## src/rtl/dmem_arbiter.sv

```systemverilog
// Arbitrates the single-port data memory between the core's DM_* port and a debug/DMA requester.
// The core has priority; a starvation counter forces a debug slot, and a lock mode grants burst ownership.
module dmem_arbiter #(
    parameter int N        = 64,
    parameter int AW       = 6,
    parameter int MAX_WAIT = 4
) (
    input  logic          clk,
    input  logic          reset,
    input  logic [AW-1:0] cpu_addr,
    input  logic [N-1:0]  cpu_wdata,
    input  logic          cpu_memWrite,
    input  logic          cpu_memRead,
    output logic [N-1:0]  cpu_rdata,
    output logic          cpu_stall,
    input  logic          dbg_req,
    input  logic          dbg_we,
    input  logic [AW-1:0] dbg_addr,
    input  logic [N-1:0]  dbg_wdata,
    input  logic          dbg_lock,
    output logic          dbg_gnt,
    output logic [N-1:0]  dbg_rdata,
    output logic          dbg_rvalid,
    output logic [AW-1:0] mem_addr,
    output logic [N-1:0]  mem_wdata,
    output logic          mem_we,
    output logic          mem_re,
    input  logic [N-1:0]  mem_rdata
);

    localparam int WW = $clog2(MAX_WAIT + 1);
    localparam logic [WW-1:0] WAIT_LAST = WW'(MAX_WAIT - 1);

    typedef enum logic [1:0] {CPU_OWN, DBG_SLOT, DBG_LOCK} state_t;

    state_t        state;
    logic [WW-1:0] wait_cnt;
    logic          cpu_active;
    logic          dbg_blocked;

    assign cpu_active  = cpu_memRead | cpu_memWrite;
    assign cpu_rdata   = mem_rdata;
    assign dbg_blocked = dbg_req & cpu_active;

    // Outside CPU_OWN the core is frozen, so any pending debug request owns the port.
    always_comb begin
        cpu_stall = (state != CPU_OWN);
        dbg_gnt   = dbg_req & (cpu_stall | ~cpu_active);
        if (dbg_gnt) begin
            mem_addr  = dbg_addr;
            mem_wdata = dbg_wdata;
            mem_we    = dbg_we;
            mem_re    = ~dbg_we;
        end else begin
            mem_addr  = cpu_addr;
            mem_wdata = cpu_wdata;
            mem_we    = cpu_memWrite & ~cpu_stall;
            mem_re    = cpu_memRead & ~cpu_stall;
        end
    end

    always_ff @(posedge clk or posedge reset) begin
        if (reset) begin
            state      <= CPU_OWN;
            wait_cnt   <= '0;
            dbg_rdata  <= '0;
            dbg_rvalid <= 1'b0;
        end else begin
            dbg_rvalid <= dbg_gnt & ~dbg_we;
            if (dbg_gnt & ~dbg_we)
                dbg_rdata <= mem_rdata;

            case (state)
                CPU_OWN: begin
                    // Counter restarts when the forced slot is taken so it never reaches MAX_WAIT.
                    if (dbg_blocked && wait_cnt != WAIT_LAST)
                        wait_cnt <= wait_cnt + 1'b1;
                    else
                        wait_cnt <= '0;
                    if (dbg_lock)
                        state <= DBG_LOCK;
                    else if (dbg_blocked && wait_cnt == WAIT_LAST)
                        state <= DBG_SLOT;
                end
                DBG_SLOT, DBG_LOCK: begin
                    wait_cnt <= '0;
                    state    <= dbg_lock ? DBG_LOCK : CPU_OWN;
                end
                default: begin
                    wait_cnt <= '0;
                    state    <= CPU_OWN;
                end
            endcase
        end
    end

endmodule

```

## config.mk

```make
export PLATFORM = sky130hd
export DESIGN_NAME = dmem_arbiter
export DESIGN_NICKNAME = d
export VERILOG_FILES = /design/src/rtl/dmem_arbiter.sv
export SDC_FILE = /design/constraint.sdc
export NUM_CORES = 1
export LEC_CHECK = 0
export CORE_AREA = 2 2 161 163
export CTS_CLUSTER_DIAMETER = 120
export DETAILED_ROUTE_END_ITERATION = 16
export DIE_AREA = 0 0 163 165
export GPL_TIMING_DRIVEN = 0
export PLACE_DENSITY = 0.54
export SYNTH_ARGS = -nofsm -noshare
export SYNTH_HDL_FRONTEND = slang
export SYNTH_SLANG_ARGS = --single-unit
```

## constraint.sdc

```tcl
create_clock -name clk -period 3.5 [get_ports clk]
set_clock_uncertainty 0.2 [all_clocks]
set_input_delay 0.35 -clock clk [delete_from_list [all_inputs] [get_ports clk]]
set_output_delay 0.35 -clock clk [all_outputs]
set_load 0.005 [all_outputs]
```

==> key figures, run 1 <==
Synth
  – Top-area cell type share of the netlist area: roughly two fifths
  – Synthesis Warnings: 0
  – Post-synth EDFFs: 0
  – Synth area leader: dfrtp_1
  – Netlist cell types: 26
  – Compound-Gate Fraction of Synth Area: 0.989%
  – Syn avg cell area: about 14 um^2
  – Yosys reg bits: 70
  – Count leader, synth: dfrtp_1
  – Main combinational cell family by area after synthesis: multiplexers
  – Adder-Cell Fraction of Synth Area: under 10%
  – Post-synth ARST share: 100%
  – Proportion of synthesized chip area in sequential cells: 39.5%
  – Dominant synthesized flop cell: dfrtp_1
  – Synth Area in Simple Gates: 1.64%
  – Post-synth top cells: dfrtp_1 (70), mux2_4 (69), buf_4 (64), mux2_2 (64)
  – Post-synthesis xor/xnor area fraction: 0%
  – Top cells by area, synth: dfrtp_1 (40%), mux2_4 (23%), mux2_2 (16%), buf_4 (11%), buf_12 (3.6%)
  – Post-synthesis cell area: about 4400 um^2
  – Post-synthesis mux area share: 39.9%
  – Syn nets: between 500 and 600
  – Cell count after synthesis: ~310

Global routing
  – Congestion Overflow GR: 0
  – Number of global-route vias before repair: about 4,100
  – Total GRT Usage: 14.5%
  – Initial antenna violation count: 1
  – Largest net degree at the start of global routing: 37
  – First-pass GRT wire length: about 28,000 um

Timing
  – Worst hold slack: 0.188 ns
  – Final setup TNS: 0 ns
  – Slew Viols, Final: 0
  – RSZ-0062 raised after global routing: false
  – Final min period: around 3.2 ns
  – Final Cycle Share: between 90 and 100%
  – Fin. Hold Viols: 0
  – FMAX: approximately 0.31 GHz
  – Least-Margin Pin Slew: 0.478 ns
  – # setup viols final: 0
  – Slew HR: between 60% and 70%

Place
  – # port buffers: roughly 410
  – GP Congestion: 0.750
  – Placed wire-length estimate: around 17,000 um
  – Dpl cells: 1,057

Clock network
  – CTS root buf: clkbuf_16
  – Clock Latency Late Sink: approximately 0.33 ns
  – TritonCTS buffer count: 9
  – Clock-pin slew on the worst setup and hold paths: around 0.060 ns
  – PostCTS Resize Cnt: 0
  – # hold bufs at CTS: 0
  – Max Buffers Root-to-Sink: 2
  – # H-tree levels: 3
  – Post-CTS setup buffers: 0
  – Clock sinks: 70
  – TritonCTS clock tree: built

Critical path
  – Max Fanout on Critical Path: 10
  – Nature of the critical path endpoint: output port
  – Setup CP Type: reg2out
  – Arrival @ worst endpoint: 2.63 ns
  – Startpoint types: register
  – Critical path required time: roughly 3.0 ns

Routing
  – 1st-pass router iterations: 4
  – DRC: 0
  – Vias/cell: around 3.7
  – Initial drt markers: ~160
  – WL final: about 21,000 um
  – Via count: about 4,000
  – Antenna-violating nets left: 0
  – WL/cell: around 19 um

Die
  – Core Rows: slightly below 60
  – I/O pins: between 400 and 500
  – CORE AREA: between 20,000 and 30,000 um^2
  – Die area: 26,900 um^2
  – DIE WIDTH: 163 um
  – Die Y: ~170 um
  – Starting density of the core: approximately 18%

Pwr
  – Pwr per Cell Area: slightly below 400 nW/um^2
  – Leak: about 4 nW
  – Max IR drop VDD: between 150 and 200 uV
  – Tot Pwr: around 3.6 mW

Finish
  – Share of layout cells above drive strength 1: between 30% and 40%
  – Final Net Count: approximately 950
  – # diodes: 0
  – Fill cells: between 2,000 and 3,000
  – Non-filler instance count after layout: between 1,000 and 1,500
  – Layout area overhead: 110%

Flow run
  – Max cap viols: 0

Outcome
  – Outcome: completed

Worst hold path
  – Hold Path Class: in2async
cell families after synthesis:
kind of cell,after synthesis
multiplexers,134
buffers and inverters,87
flip-flops,70
AND/OR/NAND/NOR,12
AO/OA/AOI/OAI,6
adder cells (fa/ha/maj),4
worst max-delay path, cell delays in order (launching register included):
cell and delay [ns]:
dfrtp_1 0.40, inv_1 0.06, ha_1 0.22, o21a_1 0.21
nand2b_4 0.15, buf_12 0.16, buf_12 0.15, mux2_4 0.31
clkdlybuf4s50_1 0.61
layout make-up:
| cell class | count | area, um^2 | share of cell area, % |
|---|---|---|---|
| Buffer | 79 | 713 | 7.67 |
| Clock buffer | 9 | 225 | 2.42 |
| Clock inverter | 7 | 73.8 | 0.794 |
| Inverter | 8 | 32.5 | 0.350 |
| Multi-Input combinational cell | 156 | 1930 | 20.8 |
| Sequential cell | 70 | 1750 | 18.8 |
| Tap cell | 330 | 413 | 4.44 |
| Timing Repair Buffer | 414 | 4150 | 44.7 |
layout by cell type (no fill, tap or decap), drive strengths merged:
cell / netlist / layout
clkdlybuf4s50: 0 / 413
mux2: 134 / 134
buf: 79 / 80
dfrtp: 70 / 70
clkbuf: 0 / 9
inv: 8 / 9
ha: 4 / 4
clkinvlp: 0 / 4
nor2: 4 / 4
nand2b: 2 / 2
o21a: 1 / 1
or2: 1 / 1
a31oi: 1 / 1
nor3: 1 / 1
nand3b: 1 / 1
and2: 1 / 1
nand2: 1 / 1
o21ai: 1 / 1
a31o: 1 / 1
and3: 1 / 1
o211ai: 1 / 1
o41ai: 1 / 1
clkinv: 0 / 1
bufinv: 0 / 1
final timing paths:
kind                       depth (start not counted)       endpoint  slack [ns]        start
setup / recovery                                   8  mem_wdata[32]        0.32     state[0]
hold / removal                                     2  dbg_rdata[39]        0.19        reset
setup reg to reg                                   7  dbg_rdata[38]        1.46     state[0]
hold reg to reg                                    1    wait_cnt[0]        0.23  wait_cnt[0]
max in group asynchronous                          3   dbg_rdata[4]        2.35        reset
min in group clk                                   1    wait_cnt[0]        0.23  wait_cnt[0]
per-layer routing:
layer | up-vias | GRT usage, % | wire length (um)
met3 | 14 | 6.68 | 2530
met2 | 225 | 24.4 | 9810
met5 | - | 0 | 13
met4 | 2 | 3.18 | 197
met1 | 1886 | 16.8 | 7990
li1 | 1875 | - | -
report_power, final:
group / switching [mW] / internal (mW) / leakage [nW]
combinational: 0.485 / 1.13 / 3.00
sequential: 0.0966 / 1.01 / 0.833
clock: 0.373 / 0.553 / 0.134
registers in the layout, indices dropped and copies added (netlist names):
name,flops
wait_cnt,3
dbg_rdata,64
state,2
dbg_rvalid,1
metrics by stage:
stage          utilization [%]  setup WS, ns  instance area (um^2)
6_report                  37.1         0.319                  9300
5_1_grt                   37.1         0.185                  9300
3_3_place_gp              35.9        -0.405                  8980
3_5_place_dp              35.9         0.495                  9000
4_1_cts                   37.1         0.274                  9300
2_1_floorplan                -          1.18                  4430
No activity file was read; power rests on OpenSTA's default activity.
==> run 2: changes to the inputs <==
--- a/config.mk
+++ b/config.mk
@@ -9,6 +9,7 @@
 export CTS_CLUSTER_DIAMETER = 120
 export DETAILED_ROUTE_END_ITERATION = 16
 export DIE_AREA = 0 0 163 165
+export GPL_ROUTABILITY_DRIVEN = 0
 export GPL_TIMING_DRIVEN = 0
 export PLACE_DENSITY = 0.54
 export SYNTH_ARGS = -nofsm -noshare
==> results of run 2 <==
Final layout, timing and power as in run 1 (identical DEF).
